--- config.mk ---
export PLATFORM = sky130hd
export DESIGN_NAME = huff_code_builder
export DESIGN_NICKNAME = d
export VERILOG_FILES = /design/src/rtl/huff_pkg.sv /design/src/rtl/huff_sym_slot.sv /design/src/rtl/huff_code_builder.sv
export SDC_FILE = /design/constraint.sdc
export NUM_CORES = 1
export LEC_CHECK = 0
export CORE_MARGIN = 2
export CORE_UTILIZATION = 48
export DETAILED_ROUTE_END_ITERATION = 6
export HOLD_SLACK_MARGIN = 0.15
export PLACE_DENSITY_LB_ADDON = 0.1
export SLEW_MARGIN = 20
export SYNTH_ARGS = -nofsm -noshare
export SYNTH_HDL_FRONTEND = slang
export SYNTH_SLANG_ARGS = --single-unit
--- constraint.sdc ---
create_clock -name i_clk -period 2.3 [get_ports i_clk]
set_input_delay 0.345 -clock i_clk [delete_from_list [all_inputs] [get_ports i_clk]]
set_output_delay 0.345 -clock i_clk [all_outputs]
set_load 0.02 [all_outputs]
--- src/rtl/huff_pkg.sv ---
// huff_pkg: shared state encoding, default sizes and width helper for the Huffman code-table builder
package huff_pkg;

    typedef enum logic [1:0] {IDLE, BUILD, DONE} hcb_state_t;

    localparam int NSYM_DEF = 6;
    localparam int CW_DEF   = 8;

    function automatic int lw_of(input int cw);
        return $clog2(cw + 1);
    endfunction

endpackage

--- src/rtl/huff_sym_slot.sv ---
// huff_sym_slot: one symbol's codeword, valid-bit mask and length accumulator
//   i_clk   rising-edge clock
//   i_reset synchronous active-low reset
//   i_clr   clear code, mask and len
//   i_upd   append i_bit at position len
//   i_bit   bit value to append
//   o_code  accumulated codeword, first bit at position 0
//   o_mask  set bits mark valid code positions
//   o_len   number of bits appended, saturating at CW
module huff_sym_slot
    import huff_pkg::*;
#(
    parameter int CW = CW_DEF,
    parameter int LW = lw_of(CW)
) (
    input  logic          i_clk,
    input  logic          i_reset,
    input  logic          i_clr,
    input  logic          i_upd,
    input  logic          i_bit,
    output logic [CW-1:0] o_code,
    output logic [CW-1:0] o_mask,
    output logic [LW-1:0] o_len
);

    logic [CW-1:0] r_code;
    logic [CW-1:0] r_mask;
    logic [LW-1:0] r_len;
    logic [CW-1:0] w_pos;
    logic          w_room;

    // one-hot write position; an update at len==CW is dropped so the slot saturates
    assign w_pos  = CW'(1) << r_len;
    assign w_room = r_len < LW'(CW);

    always_ff @(posedge i_clk) begin
        if (!i_reset || i_clr) begin
            r_code <= '0;
            r_mask <= '0;
            r_len  <= '0;
        end else if (i_upd && w_room) begin
            r_code <= i_bit ? (r_code | w_pos) : (r_code & ~w_pos);
            r_mask <= r_mask | w_pos;
            r_len  <= r_len + 1'b1;
        end
    end

    assign o_code = r_code;
    assign o_mask = r_mask;
    assign o_len  = r_len;

endmodule

--- src/rtl/huff_code_builder.sv ---
// huff_code_builder: accumulates per-symbol Huffman codes from a stream of subtree combines
//   i_clk        rising-edge clock
//   i_reset      synchronous active-low reset
//   i_start      clear tables and begin a build (beats a same-cycle combine)
//   i_cmb_valid  combine request valid
//   o_cmb_ready  combine accept, combinational from state and i_start
//   i_grp0       lighter subtree members, receive bit 1
//   i_grp1       heavier subtree members, receive bit 0
//   i_cmb_last   root combine, ends the build
//   o_code       packed codewords, symbol i at [i*CW +: CW]
//   o_mask       packed valid-bit masks
//   o_len        packed code lengths, symbol i at [i*LW +: LW]
//   o_done       table complete
//   o_err        sticky illegal-combine / overflow flag
// Option HCB_OVF_CHECK_EN: suppress and flag any combine touching a full-length symbol.
module huff_code_builder
    import huff_pkg::*;
#(
    parameter int NSYM = NSYM_DEF,
    parameter int CW   = CW_DEF,
    parameter int LW   = lw_of(CW)
) (
    input  logic               i_clk,
    input  logic               i_reset,
    input  logic               i_start,
    input  logic               i_cmb_valid,
    output logic               o_cmb_ready,
    input  logic [NSYM-1:0]    i_grp0,
    input  logic [NSYM-1:0]    i_grp1,
    input  logic               i_cmb_last,
    output logic [NSYM*CW-1:0] o_code,
    output logic [NSYM*CW-1:0] o_mask,
    output logic [NSYM*LW-1:0] o_len,
    output logic               o_done,
    output logic               o_err
);

    hcb_state_t      r_state;
    hcb_state_t      w_next;
    logic            r_done;
    logic            r_err;
    logic            w_accept;
    logic            w_illegal;
    logic            w_ovf;
    logic            w_upd_en;
    logic [NSYM-1:0] w_sel;

    assign o_cmb_ready = (r_state == BUILD) && !i_start;
    assign w_accept    = i_cmb_valid && o_cmb_ready;
    assign w_sel       = i_grp0 | i_grp1;
    assign w_illegal   = (|(i_grp0 & i_grp1)) || !(|i_grp0) || !(|i_grp1);

`ifdef HCB_OVF_CHECK_EN
    logic [NSYM-1:0] w_full;
    assign w_ovf = |(w_sel & w_full);
`else
    assign w_ovf = 1'b0;
`endif

    // an illegal or overflowing combine is still consumed, but writes nothing
    assign w_upd_en = w_accept && !w_illegal && !w_ovf;

    always_ff @(posedge i_clk) begin
        if (!i_reset)
            r_state <= IDLE;
        else
            r_state <= w_next;
    end

    always_comb begin
        w_next = r_state;
        if (i_start)
            w_next = BUILD;
        else if (w_accept && i_cmb_last)
            w_next = DONE;
    end

    always_ff @(posedge i_clk) begin
        if (!i_reset) begin
            r_done <= 1'b0;
            r_err  <= 1'b0;
        end else begin
            r_done <= w_next == DONE;
            r_err  <= i_start ? 1'b0 : (r_err | (w_accept && (w_illegal || w_ovf)));
        end
    end

    assign o_done = r_done;
    assign o_err  = r_err;

    for (genvar g = 0; g < NSYM; g++) begin : g_slot
        huff_sym_slot #(.CW(CW), .LW(LW)) u_slot (
            .i_clk   (i_clk),
            .i_reset (i_reset),
            .i_clr   (i_start),
            .i_upd   (w_upd_en && w_sel[g]),
            .i_bit   (i_grp0[g]),
            .o_code  (o_code[g*CW +: CW]),
            .o_mask  (o_mask[g*CW +: CW]),
            .o_len   (o_len[g*LW +: LW])
        );
`ifdef HCB_OVF_CHECK_EN
        assign w_full[g] = o_len[g*LW +: LW] == LW'(CW);
`endif
    end

endmodule

# Word level (Yosys, flattened, before mapping)
# Index checks and enable logic that the tools add are counted.
# totals
reg_bits	124
latch_bits	0
ramBits	0
romBits	0
elab_cells	106
memories	0
# op_classes
addsub	6
n_mul	0
div	0
n_lt_le_gt_ge	6
eq_ne	2
shifts	6
muxes	8
n_bitwise	28
reduce_logical	29
# op_table
operator	n
OR 8 bit	12
bitwise AND 8 bit	6
two-way mux 8 bit	6
inverter 8 bit	6
left shift 1 x 4 -> 8 bit, first input constant	6
adder 4 x 1 -> 4 bit, second input constant	6
< comparator 4 bit, second input constant	6
OR reduction 6 bit	3
logical AND 1 bit	17
bitwise AND 6 bit	1
OR 6 bit	1
logical NOT 1 bit	5
two-way mux 2 bit	2
logical OR 1 bit	3
== test 2 x 1 -> 1 bit, second input constant	1
== test 2 bit, second input constant	1
OR reduction 2 bit	1
inverter 1 bit	1
OR 1 bit	1

# Longest topological paths before layout
# logic_depth
depth_word	8
mapped_depth	6

# Cells and area by module
# From an unflattened synthesis, not the netlist that was laid out.
# unflattened
cells_unflattened	564
area_unflattened_um2	5392.7
# by_module_without_submodules
mod	instances	cells_each	area_each_um2	seq_area_each_um2
huff_sym_slot	6	88	839.6	400.4
huff_code_builder	1	36	355.3	80.1

# Worst setup path before layout
# No wires, ideal clock.
# synth_path
path_type	input port to flip-flop
start	input port i_grp1[0]
end	register g_slot[0].u_slot.r_len[3]
arrival_ns	1.792
required_ns	2.172
slack_ns	0.380
cell_stages	6
n_path_buf	1
path_cell_list	or4_4 -> o311ai_4 -> nor3_2 -> buf_6 -> a41oi_2 -> nor2_1
# synth_between
elab_chain_len	8
word_cells_on_any_way	11
cone_classes	bitwise (2); reduce/logical (9)
# synth_rtl
item	line	rtl
from (decl)	huff_code_builder.sv:29	input logic [NSYM-1:0] i_grp1,
bitwise AND 6 bit	huff_code_builder.sv:51	assign w_illegal = (|(i_grp0 & i_grp1)) || !(|i_grp0) || !(|i_grp1);
OR reduction 6 bit	huff_code_builder.sv:51	
logical OR 1 bit (2 in a row)	huff_code_builder.sv:51	
logical NOT 1 bit	huff_code_builder.sv:61	assign w_upd_en = w_accept && !w_illegal && !w_ovf;
logical AND 1 bit	huff_code_builder.sv:61	
logical AND 1 bit (*)	huff_code_builder.sv:96	.i_upd (w_upd_en && w_sel[g]),
logical AND 1 bit (*)	huff_sym_slot.sv:41	end else if (i_upd && w_room) begin
to (signal assigned)	huff_sym_slot.sv:44	r_len <= r_len + 1'b1;
to (decl)	huff_sym_slot.sv:28	logic [LW-1:0] r_len;
# Every way passes the cells marked *; elsewhere a longest branch is shown, timed or not.
# A chain may end at the register's enable or synchronous reset.

==> impl_metrics.yaml <==
status:
  outcome: "complete, but fails checks"
  violations: "setup timing"
setup_path:
  critPathMaxFanout: 16
  worst_setup_path_end_kind: "register"
  crit_required_ns: 2.70
  criticalPathCategory: "input pin to register"
  rr_worst_depth: 5
  cp.arrival_ns: 2.79
  start_kind: "input pin"
layout:
  area_growth_syn_to_layout_pct: 44.23
  nets: 741
  drive_above_1_share_pct: 11.57
  fin_cells: 836
  antennaDiodeCount: 0
die:
  die_area_sq_mm: 0.01152
  ios: 140
  die_x_um: 107.3
  core_area_sq_mm: 0.01037
  die_y_um: 107.3
  initial_core_util_pct: 49.43
  rows: 37
place:
  post-dp-hpwl_um: 8426
  io_buffers: 139
  post-place-cells: 804
  gp_congestion: 0.7995
routing:
  firstDrtPassIters: 5
  dr.first_iter.drc_count: 100
  dr_total_vias: 4205
  ant_nets: 0
  via_per_inst: 5.030
  post-route-drc-count: 0
  routed_wl_um: 12560
  avgRoutedWirePerCell_um: 15.02
clock_network:
  insertion_delay_ns: 0.53
  cts-buffers-inserted: 17
  clock_sinks: 124
  holdBufCountCts: 0
  clock-root-buffer: "clkbuf_8"
  cts_tree: "built"
  cts_max_level: 4
  clk_pin_slew_ns: 0.06
  cts_max_path_buffers: 2
global_routing:
  overflow: 0
  grt_antenna_before_repair: 0
  grt_pass1_vias: 4178
  grt.total_usage_pct: 22.60
  grt_max_degree: 53
  grt_first_pass_wirelength_um: 20550
timing:
  setup_tns_ns: -1.335
  whs_ns: 0.4447
  period_share_pct: 104.0
  slew_headroom_pct: 30.18
  rsz0062_at_grt: "true"
  hold_viol: 0
  setup_ws_ns: -0.09229
  fmax_ghz: 0.4180
  slew_viol_final: 0
  worstMarginPinSlew_ns: 1.042
  finalSetupViolCount: 42
  fin_skew_ns: 0.01867
  post-route-min-period_ns: 2.392
synthesis:
  yosysWarnings: 0
  avgSynthCellArea_sq_um: 9.690
  yosysUniqueCellTypes: 31
  seq_area_frac_synth_pct: 48.43
  syn_inst: 529
  syn-cell-area_sq_mm: 0.005126
  ys_seq_elements: 124
  syn_nets: 582
run:
  maxCapViolCount: 0
power_and_ir_drop:
  peakVddDrop_mv: 0.4264
  power.density_mw_per_mm2: 686.0
  leakage_nw: 2.878
  finalPower_mw: 5.072
min_path:
  hold_path_class: "register to register"
  worstHoldPathCells: 2
## synth_stat cells
master / instances / share of area, %
o21ai_0: 2 / 0.20
a22oi_1: 3 / 0.44
o31ai_2: 4 / 0.98
o21bai_1: 6 / 0.88
nand3_1: 43 / 4.2
and4bb_2: 1 / 0.24
dfxtp_1: 124 / 48
nor3_2: 6 / 1.2
and2_1: 1 / 0.12
nor2_1: 31 / 2.3
o311ai_4: 1 / 0.51
or3_2: 1 / 0.15
or4_4: 1 / 0.22
xnor2_1: 6 / 1.0
or4_1: 1 / 0.15
buf_1: 2 / 0.15
buf_6: 6 / 1.3
mux2i_1: 48 / 9.4
a211oi_2: 6 / 1.5
nor3b_1: 1 / 0.15
ha_1: 36 / 8.8
o211ai_2: 1 / 0.24
a41oi_2: 6 / 1.9
nor2b_1: 2 / 0.24
nand2_1: 67 / 4.9
nand2b_1: 1 / 0.12
inv_1: 55 / 4.0
or2_2: 1 / 0.12
clkbuf_1: 13 / 0.95
o31ai_1: 2 / 0.29
a21oi_1: 51 / 5.0
## placed cells by master (no fill, tap or decap), types with 2 or more instances in the layout
cell	count
nand2_1	67
clkbuf_1	2
nand3_1	43
bufinv_16	4
clkinvlp_4	4
clkdlybuf4s50_1	139
o21ai_0	2
a211oi_2	6
nor3_4	2
dfxtp_1	124
o31ai_2	4
buf_4	19
inv_1	55
ha_1	36
nor2_1	31
a22oi_1	3
mux2i_1	48
clkinv_2	2
clkbuf_8	2
a21oi_1	51
a41oi_2	6
clkbuf_16	16
o21bai_1	6
o31ai_1	2
xnor2_1	6
nor3_2	4
buf_12	3
## metrics by stage
step / area [sq um] / utilization (%) / setup WS (ns)
after floorplan: 5126 / - / 0.3801
after global placement: 6769 / 65.28 / -0.4909
after detailed placement: 6769 / 65.28 / -0.5960
after CTS: 7380 / 71.16 / -0.07323
after global routing: 7393 / 71.30 / -0.2774
final: 7393 / 71.30 / -0.09229
## path summary, 6_finish.rpt
path         slack [ns]                         end                  startpoint
max               -0.09                    register                   i_grp0[1]
min                0.44  g_slot[1].u_slot.o_mask[5]  g_slot[1].u_slot.o_mask[5]
max reg2reg       -0.02                    register                  r_state[1]
min reg2reg        0.44  g_slot[1].u_slot.o_mask[5]  g_slot[1].u_slot.o_mask[5]
## kinds of logic (layout without fill, tap and decap cells)
family,count (synthesis),in the layout,share of synthesized area [%]
simple gates,157,157,14.06
xor+xnor,6,6,1.025
mux,48,48,9.373
fa+ha+maj,36,36,8.787
compound gates,82,82,11.89
flops,124,124,48.43
buf+inv,76,247,6.444
## power by group
part | switching, mW | leakage [nW] | total [mW] | internal (mW)
sequential | 0.00368 | 0.999 | 2.16 | 2.15
clock | 0.952 | 0.283 | 2.73 | 1.78
combinational | 0.108 | 1.60 | 0.187 | 0.0787
## critical path, stage by stage
cell,delay (ns)
clkdlybuf4s50_1,0.44
a22oi_1,0.32
o211ai_2,0.32
nor3_2,0.93
nand3_1,0.25
mux2i_1,0.18
## cell type report
| class | count | area [sq um] |
|---|---|---|
| tap | 136 | 170.2 |
| multi-input combinational | 329 | 2336 |
| inverter | 55 | 206.4 |
| clock inverter | 11 | 168.9 |
| timing repair buffer | 161 | 1594 |
| fill | 808 | 2977 |
| sequential | 124 | 2482 |
| clock buffer | 20 | 435.4 |
## repair_timing
action                                 CTS  global route
buffers inserted                         0             1
pin swaps                                0             1
endpoints found under the hold margin    0             0
resized for setup                        1             0
setup endpoints to repair               35            72
cloned                                   0             0
## per-layer routing
metal  up-vias  track usage [%]  wire, um
li1       2092                -         -
met1      1995            28.51      5653
met2       111            36.39      5987
met3         7            7.506       794
met4         0            7.692       119
met5         -                0         0
Power figures use the tool's default switching activity.
